File: src/rtl/ahb_error_satellite_if.sv
// AHB-Lite slave-side bus bundle shared by the error satellite and its bus mux.
// The satellite only ever answers, so it sees the address-phase signals as inputs.
interface ahb_bus_if #(
  parameter int ADDR_W = 32,
  parameter int DATA_W = 32
);
  logic              hsel;
  logic [ADDR_W-1:0] haddr;
  logic [1:0]        htrans;
  logic              hwrite;
  logic              hready;
  logic [DATA_W-1:0] hrdata;
  logic              hreadyout;
  logic              hresp;

  modport satellite_to_mux (
    input  hsel,
    input  haddr,
    input  htrans,
    input  hwrite,
    input  hready,
    output hrdata,
    output hreadyout,
    output hresp
  );

  modport mux_to_satellite (
    output hsel,
    output haddr,
    output htrans,
    output hwrite,
    output hready,
    input  hrdata,
    input  hreadyout,
    input  hresp
  );
endinterface

File: src/rtl/ahb_error_satellite.sv
// AHB-Lite default slave: answers every real transfer with a two-cycle ERROR after optional waits.
// Fault logging (sticky first address, saturating count) exists only with AHB_ERROR_SAT_FAULT_LOG_EN.
module ahb_error_satellite #(
  parameter int ADDR_W      = 32,
  parameter int WAIT_STATES = 0,
  parameter int CNT_W       = 16
) (
  input  logic                  clk,
  input  logic                  rst,
  ahb_bus_if.satellite_to_mux   abif,
  input  logic                  fault_clear,
  output logic                  fault_valid,
  output logic [ADDR_W-1:0]     fault_addr,
  output logic                  fault_write,
  output logic [CNT_W-1:0]      fault_count
);

  typedef enum logic [1:0] {
    IDLE = 2'd0,
    WAIT = 2'd1,
    ERR1 = 2'd2,
    ERR2 = 2'd3
  } state_t;

  // Counter is preloaded with WAIT_STATES-1 so WAIT lasts exactly WAIT_STATES cycles.
  localparam logic [3:0] WAIT_INIT = (WAIT_STATES > 0) ? 4'(WAIT_STATES - 1) : 4'd0;
  localparam state_t     LAUNCH    = (WAIT_STATES > 0) ? WAIT : ERR1;

  state_t     state_reg;
  state_t     state_next;
  logic [3:0] wait_cnt_reg;
  logic [3:0] wait_cnt_next;
  logic       accept;

  // Only IDLE and ERR2 can take a new address phase; hready is low bus-wide otherwise.
  assign accept = abif.hsel && abif.hready && abif.htrans[1] &&
                  ((state_reg == IDLE) || (state_reg == ERR2));

  assign abif.hrdata = '0;

  always_ff @(posedge clk or posedge rst) begin
    if (rst) begin
      state_reg    <= IDLE;
      wait_cnt_reg <= 4'd0;
    end else begin
      state_reg    <= state_next;
      wait_cnt_reg <= wait_cnt_next;
    end
  end

  always_comb begin
    state_next     = state_reg;
    wait_cnt_next  = wait_cnt_reg;
    abif.hreadyout = 1'b1;
    abif.hresp     = 1'b0;
    case (state_reg)
      IDLE: begin
        if (accept) begin
          state_next    = LAUNCH;
          wait_cnt_next = WAIT_INIT;
        end
      end
      WAIT: begin
        abif.hreadyout = 1'b0;
        if (wait_cnt_reg == 4'd0) begin
          state_next = ERR1;
        end else begin
          wait_cnt_next = wait_cnt_reg - 4'd1;
        end
      end
      ERR1: begin
        abif.hreadyout = 1'b0;
        abif.hresp     = 1'b1;
        state_next     = ERR2;
      end
      ERR2: begin
        abif.hresp = 1'b1;
        // A fault issued during the final ERROR cycle starts immediately, with no OKAY gap.
        if (accept) begin
          state_next    = LAUNCH;
          wait_cnt_next = WAIT_INIT;
        end else begin
          state_next = IDLE;
        end
      end
      default: begin
        state_next    = IDLE;
        wait_cnt_next = 4'd0;
      end
    endcase
  end

`ifdef AHB_ERROR_SAT_FAULT_LOG_EN
  logic              fault_valid_reg;
  logic [ADDR_W-1:0] fault_addr_reg;
  logic              fault_write_reg;
  logic [CNT_W-1:0]  fault_count_reg;
  logic              capture;
  logic              unused;

  // A clear in the same cycle as a new fault lets the new fault replace the record.
  assign capture = accept && (!fault_valid_reg || fault_clear);

  always_ff @(posedge clk or posedge rst) begin
    if (rst) begin
      fault_valid_reg <= 1'b0;
      fault_addr_reg  <= '0;
      fault_write_reg <= 1'b0;
      fault_count_reg <= '0;
    end else begin
      if (accept) begin
        fault_valid_reg <= 1'b1;
      end else if (fault_clear) begin
        fault_valid_reg <= 1'b0;
      end
      if (capture) begin
        fault_addr_reg  <= abif.haddr[ADDR_W-1:0];
        fault_write_reg <= abif.hwrite;
      end
      if (accept && (fault_count_reg != {CNT_W{1'b1}})) begin
        fault_count_reg <= fault_count_reg + {{(CNT_W-1){1'b0}}, 1'b1};
      end
    end
  end

  assign fault_valid = fault_valid_reg;
  assign fault_addr  = fault_addr_reg;
  assign fault_write = fault_write_reg;
  assign fault_count = fault_count_reg;
  assign unused      = abif.htrans[0];
`else
  logic unused;

  assign fault_valid = 1'b0;
  assign fault_addr  = '0;
  assign fault_write = 1'b0;
  assign fault_count = '0;
  assign unused      = ^{fault_clear, abif.haddr, abif.hwrite, abif.htrans[0]};
`endif

endmodule

File: src/flat_wrapper.sv
// flat-port wrapper written by rule: the top's interface ports become plain ports
module ahb_error_satellite_flat 
#(
  parameter int ADDR_W      = 32,
  parameter int WAIT_STATES = 0,
  parameter int CNT_W       = 16
)
  (clk, rst, fault_clear, fault_valid, fault_addr, fault_write, fault_count, abif_hsel, abif_haddr, abif_htrans, abif_hwrite, abif_hready, abif_hrdata, abif_hreadyout, abif_hresp);
  ahb_bus_if #(.ADDR_W(ADDR_W), .DATA_W(32)) abif_i ();
  input  logic clk;
  input  logic rst;
  input  logic fault_clear;
  output logic fault_valid;
  output logic [ADDR_W-1:0] fault_addr;
  output logic fault_write;
  output logic [CNT_W-1:0] fault_count;
  input wire logic [$bits(abif_i.hsel)-1:0] abif_hsel;
  input wire logic [$bits(abif_i.haddr)-1:0] abif_haddr;
  input wire logic [$bits(abif_i.htrans)-1:0] abif_htrans;
  input wire logic [$bits(abif_i.hwrite)-1:0] abif_hwrite;
  input wire logic [$bits(abif_i.hready)-1:0] abif_hready;
  output wire logic [$bits(abif_i.hrdata)-1:0] abif_hrdata;
  output wire logic [$bits(abif_i.hreadyout)-1:0] abif_hreadyout;
  output wire logic [$bits(abif_i.hresp)-1:0] abif_hresp;
  assign abif_i.hsel = abif_hsel;
  assign abif_i.haddr = abif_haddr;
  assign abif_i.htrans = abif_htrans;
  assign abif_i.hwrite = abif_hwrite;
  assign abif_i.hready = abif_hready;
  assign abif_hrdata = abif_i.hrdata;
  assign abif_hreadyout = abif_i.hreadyout;
  assign abif_hresp = abif_i.hresp;
  ahb_error_satellite #(.ADDR_W(ADDR_W), .WAIT_STATES(WAIT_STATES), .CNT_W(CNT_W)) u_core (.clk(clk), .rst(rst), .abif(abif_i), .fault_clear(fault_clear), .fault_valid(fault_valid), .fault_addr(fault_addr), .fault_write(fault_write), .fault_count(fault_count));
endmodule
File: config.mk
export PLATFORM = sky130hd
export DESIGN_NAME = ahb_error_satellite_flat
export DESIGN_NICKNAME = d
export VERILOG_FILES = /design/src/rtl/ahb_error_satellite_if.sv /design/src/rtl/ahb_error_satellite.sv /design/src/flat_wrapper.sv
export SDC_FILE = /design/constraint.sdc
export NUM_CORES = 1
export LEC_CHECK = 0
export BUFFER_PORTS_ARGS = -buffer_cell sky130_fd_sc_hd__buf_2
export CORE_MARGIN = 4
export CORE_UTILIZATION = 35
export DETAILED_ROUTE_END_ITERATION = 16
export GPL_ROUTABILITY_DRIVEN = 0
export GPL_TIMING_DRIVEN = 0
export PLACE_DENSITY_LB_ADDON = 0.3
export SYNTH_ARGS = -nofsm -noshare
export SYNTH_HDL_FRONTEND = slang
export SYNTH_SLANG_ARGS = --single-unit
File: constraint.sdc
create_clock -name clk -period 2.6 [get_ports clk]
set_input_delay 0.52 -clock clk [delete_from_list [all_inputs] [get_ports clk]]
set_output_delay 0.52 -clock clk [all_outputs]
set_load 0.02 [all_outputs]
* Word-level counts from Yosys, hierarchy flattened
Index checks and enable logic that the tools add are counted.
** Word-level totals
- Flip-flop bits (word level) :: 6
- Output and inout bits :: 84
- Logic and storage cells :: 31
** Operators by class
- Add/sub/neg operators :: 1
- Eq/ne operators :: 7
- Mux-type cells :: 9
- Reductions and logical operators :: 12
** Operators by type and width (number)
- 4-bit 2-to-1 mux :: 2
- 2-bit case mux with 4 select lines :: 1
- 4-bit case mux with 2 select lines :: 1
- 2-bit 2-to-1 mux :: 3
- 2-bit by 1-bit inequality test with 1-bit output (second input constant) :: 3
- 2-bit OR reduction :: 3
- 2-bit equality test (second input constant) :: 2
- 4-bit zero test :: 1
- 4-bit by 1-bit subtractor with 4-bit output (second input constant) :: 1
- 1-bit logical AND :: 3
- 3-bit AND reduction :: 1
- 2-bit by 1-bit equality test with 1-bit output (second input constant) :: 1
- 2-bit zero test :: 1
- 1-bit 2-to-1 mux :: 2
- 2-bit inequality test (second input constant) :: 1
- 2-bit AND reduction :: 1
- 2-bit nonzero test :: 1
- 1-bit logical OR :: 1

* Longest topological paths before layout
- Depth after elaboration :: 5
- Depth in mapped cells :: 5
- Mapped depth without buffers :: 5

* Worst setup path before layout
OpenSTA, ideal clock, no wires.
- Kind :: register -> register
- Start point :: register u_core.wait_cnt_reg[0]
- End point :: register u_core.state_reg[0]
- Setup time :: 0.128 ns
- Arrival time :: 1.484 ns
- Slack :: 0.988 ns
- Cell stages (with the launch flop) :: 6
- Buffers on the path :: 0
- Path through :: dfrtp_1 > inv_1 > ha_1 > or3b_1 > a22oi_2 > mux2_1
** On the way
- Word-level cells in the longest chain between the ends :: 3
** Ends and longest elaborated chain
- start, declared :: line ahb_error_satellite.sv:31 : logic [3:0] wait_cnt_reg;
- start signal, assigned :: line ahb_error_satellite.sv:47 : wait_cnt_reg <= wait_cnt_next;
- 4-bit zero test :: line ahb_error_satellite.sv:65 : if (wait_cnt_reg == 4'd0) begin
- 2-bit by 1-bit inequality test with 1-bit output (no line)
- 2-bit AND reduction (no line)
- end signal, assigned :: line ahb_error_satellite.sv:46 : state_reg <= state_next;
- end, declared :: line ahb_error_satellite.sv:29 : state_t state_reg;
No other way between the ends.
A chain may end at the register's enable or synchronous reset.

* Worst setup path after layout
- Start point :: register u_core.state_reg[0]
- End point :: output port abif_hresp
** On the way
- Word-level cells in the longest chain between the ends :: 3
- Elaborated cells between the ends (all ways) :: 4
- Those cells by class :: eq/ne: 2; mux: 1; reduce/logical: 1
** Ends and longest elaborated chain
- 2-bit equality test :: line ahb_error_satellite.sv:56 : case (state_reg)
- 2-bit OR reduction (no line) *
- 1-bit 2-to-1 mux * :: line ahb_error_satellite.sv:56
- end, declared :: line flat_wrapper.sv:24 : output wire logic [$bits(abif_i.hresp)-1:0] abif_hresp;
Every way passes the cells marked *; elsewhere a longest branch is shown, timed or not.

==> results_dict.tcl <==
set metrics [dict create \
    status "complete, no violations" \
    wl_um 1600 \
    ctsHoldBuffers 0 \
    hold_viol_final 0 \
    final_cell_area_sq_mm 0.00146 \
    grt_pass1_wl_um 2440 \
    first_global_vias 643 \
    clkSlewWorstSetupHoldPaths_ns 0.04 \
    route.detailed.drc 0 \
    synth_fa_ha_area_frac 0.0707 \
    finalPower_w 0.000868 \
    worstPathRequired_ns 2.08 \
    synth_compound_area_frac 0.0813 \
    dp_hpwl_um 1550 \
    rrSetupSlack_ns 0.91 \
    antenna_found_initial 0 \
    critPathKind "flip-flop to primary output" \
    dpl_cell_area_sq_mm 0.00144 \
    power.leakage_nw 0.950 \
    rows 19 \
    largest_reg_flops 4 \
    clock_skew_ns 0.00121 \
    grt_start_max_net_pins 9 \
    yosysWarnings 0 \
    finalCritPeriodShare 0.754 \
    clock_latency_ns 0.23 \
    port_buffers 6 \
    cp.arrival_ns 1.44 \
    die_area_sq_mm 0.00398 \
    layout.nets 265 \
    synth-xor-area-share 0 \
    drtAntennaViolNets 0 \
    final.setup.tns_ns 0 \
    cts_buffers 3 \
    ff2ff_path_depth 5 \
    synthToLayoutAreaGrowth_pct 37.2 \
    fin_util 0.515 \
    htree_levels 1 \
    mostFrequentLayoutCells "buf_4, conb_1" \
    ctsResizeCount 0 \
    synth_top_family_by_area "buffers and inverters" \
    tritoncts "built" \
    yosys.area_share.simple 0.0919 \
    drv_slew 0 \
    ys_top_cells_by_area "buf_4, dfrtp_1, ha_1" \
    cap_violations 0 \
    ioPinCount 124 \
    min_path_type "input port to async pin" \
    r2r_end "u_core.state_reg[0]" \
    avgSynthCellArea_sq_um 8.36 \
    antenna_cells 0 \
    syn_area_sq_mm 0.00106 \
    grt_overflow 0 \
    synth-seq-area-share 0.141 \
    critPathCaptureType "primary output" \
    die_x_um 63.1 \
    setup_viol 0 \
    core_area_sq_mm 0.00283 \
    ys_ff_latch 6 \
    cp-start-kind "flip-flop" \
    finalCriticalPeriod_ns 1.96 \
    drtIter0Drc 6 \
    first_pass_iters 3 \
    fp.dieH_um 63.1 \
    synthCells 127 \
    grt_usage 0.0743 \
    r2r-start "u_core.wait_cnt_reg[0]" \
    drt-vias-per-instance 2.97 \
    cts_setup_buffers 0 \
    root_buffer "clkbuf_4" \
    clockBufferDepth 2 \
    layout-drive-gt1-share 0.442 \
    wire_per_inst_um 6.46 \
    post-place-ws_ns 0.875 \
    muxShareOfSynthArea 0.0106 \
    powerDensity_mw_per_mm2 596 \
    start_util 0.375 \
    max_freq_ghz 0.510 \
    ys_types 25 \
    cts_sinks 6 \
    num_vias 737 \
    synth_largest_area_cell "buf_4" \
    fin_ws_ns 0.640 \
    netlist.area_leader.share 0.580 \
    max-vdd-ir-drop_mv 0.231 \
    path_max_fanout 8 \
    rsz0062_at_grt "false" \
]
## Yosys cell counts
cell type,count
buf_4,82
dfrtp_1,6
ha_1,6
inv_1,6
nand2_1,2
nand3_1,2
nand3b_1,2
nor3_1,2
o21ai_0,2
o31ai_1,2
a22oi_2,1
a31oi_1,1
and2_1,1
and4bb_2,1
conb_1,1
mux2_1,1
nand4b_1,1
nor2_1,1
o221ai_1,1
o22a_1,1
o311ai_2,1
o32ai_1,1
or2_2,1
or2_4,1
or3b_1,1
## layout make-up
cell class | instances | area, sq um
Multi-Input combinational cell | 114 | 578
Fill cell | 285 | 1370
Sequential cell | 6 | 150
Timing Repair Buffer | 6 | 30.0
Inverter | 6 | 22.5
Clock buffer | 3 | 22.5
Buffer | 82 | 616
Tap cell | 31 | 38.8
## worst max path at each step
stage / startpoint / endpoint / slack [ns] / cells after the start
final: u_core.state_reg[0] / abif_hresp / 0.64 / 4
after global routing: u_core.state_reg[0] / abif_hresp / 0.55 / 4
after CTS: u_core.state_reg[0] / abif_hresp / 0.62 / 4
after detailed placement: u_core.state_reg[0] / abif_hresp / 0.88 / 4
after global placement: u_core.state_reg[0] / abif_hresp / 0.88 / 4
after floorplan: u_core.wait_cnt_reg[0] / u_core.state_reg[0] / 0.99 / 5
## through the flow
stage          std cells  hold slack [ns]
2_1_floorplan        208            0.311
3_3_place_gp         245            0.430
3_5_place_dp         245            0.430
4_1_cts              248            0.174
5_1_grt              248            0.189
6_report             248            0.180
## where the power goes
part | total (W) | internal (W) | switching [W]
Sequential | 0.000187 | 0.000142 | 0.0000444
Combinational | 0.000603 | 0.000263 | 0.000340
Clock | 0.0000782 | 0.0000517 | 0.0000265
Total | 0.000868 | 0.000457 | 0.000411
## worst max-delay path: stages (launching register included)
cell	delay, ns
dfrtp_1	0.38
inv_1	0.08
ha_1	0.28
or2_2	0.31
buf_2	0.16
## kinds of logic after synthesis
group / after synthesis
fa+ha+maj: 6
buf+inv: 88
compound gates: 10
simple gates: 15
flops: 6
mux: 1
other cells: 1
## metal layers
| layer | wire length [um] | share of wire | global-route usage | vias to the layer above |
|---|---|---|---|---|
| met5 | 0 | 0 | 0 | - |
| met4 | 0 | 0 | 0.0331 | 0 |
| met2 | 723 | 0.45 | 0.113 | 50 |
| met1 | 639 | 0.40 | 0.0888 | 260 |
| met3 | 238 | 0.15 | 0.0337 | 0 |
| li1 | - | - | - | 427 |
Power figures use the tool's default switching activity.
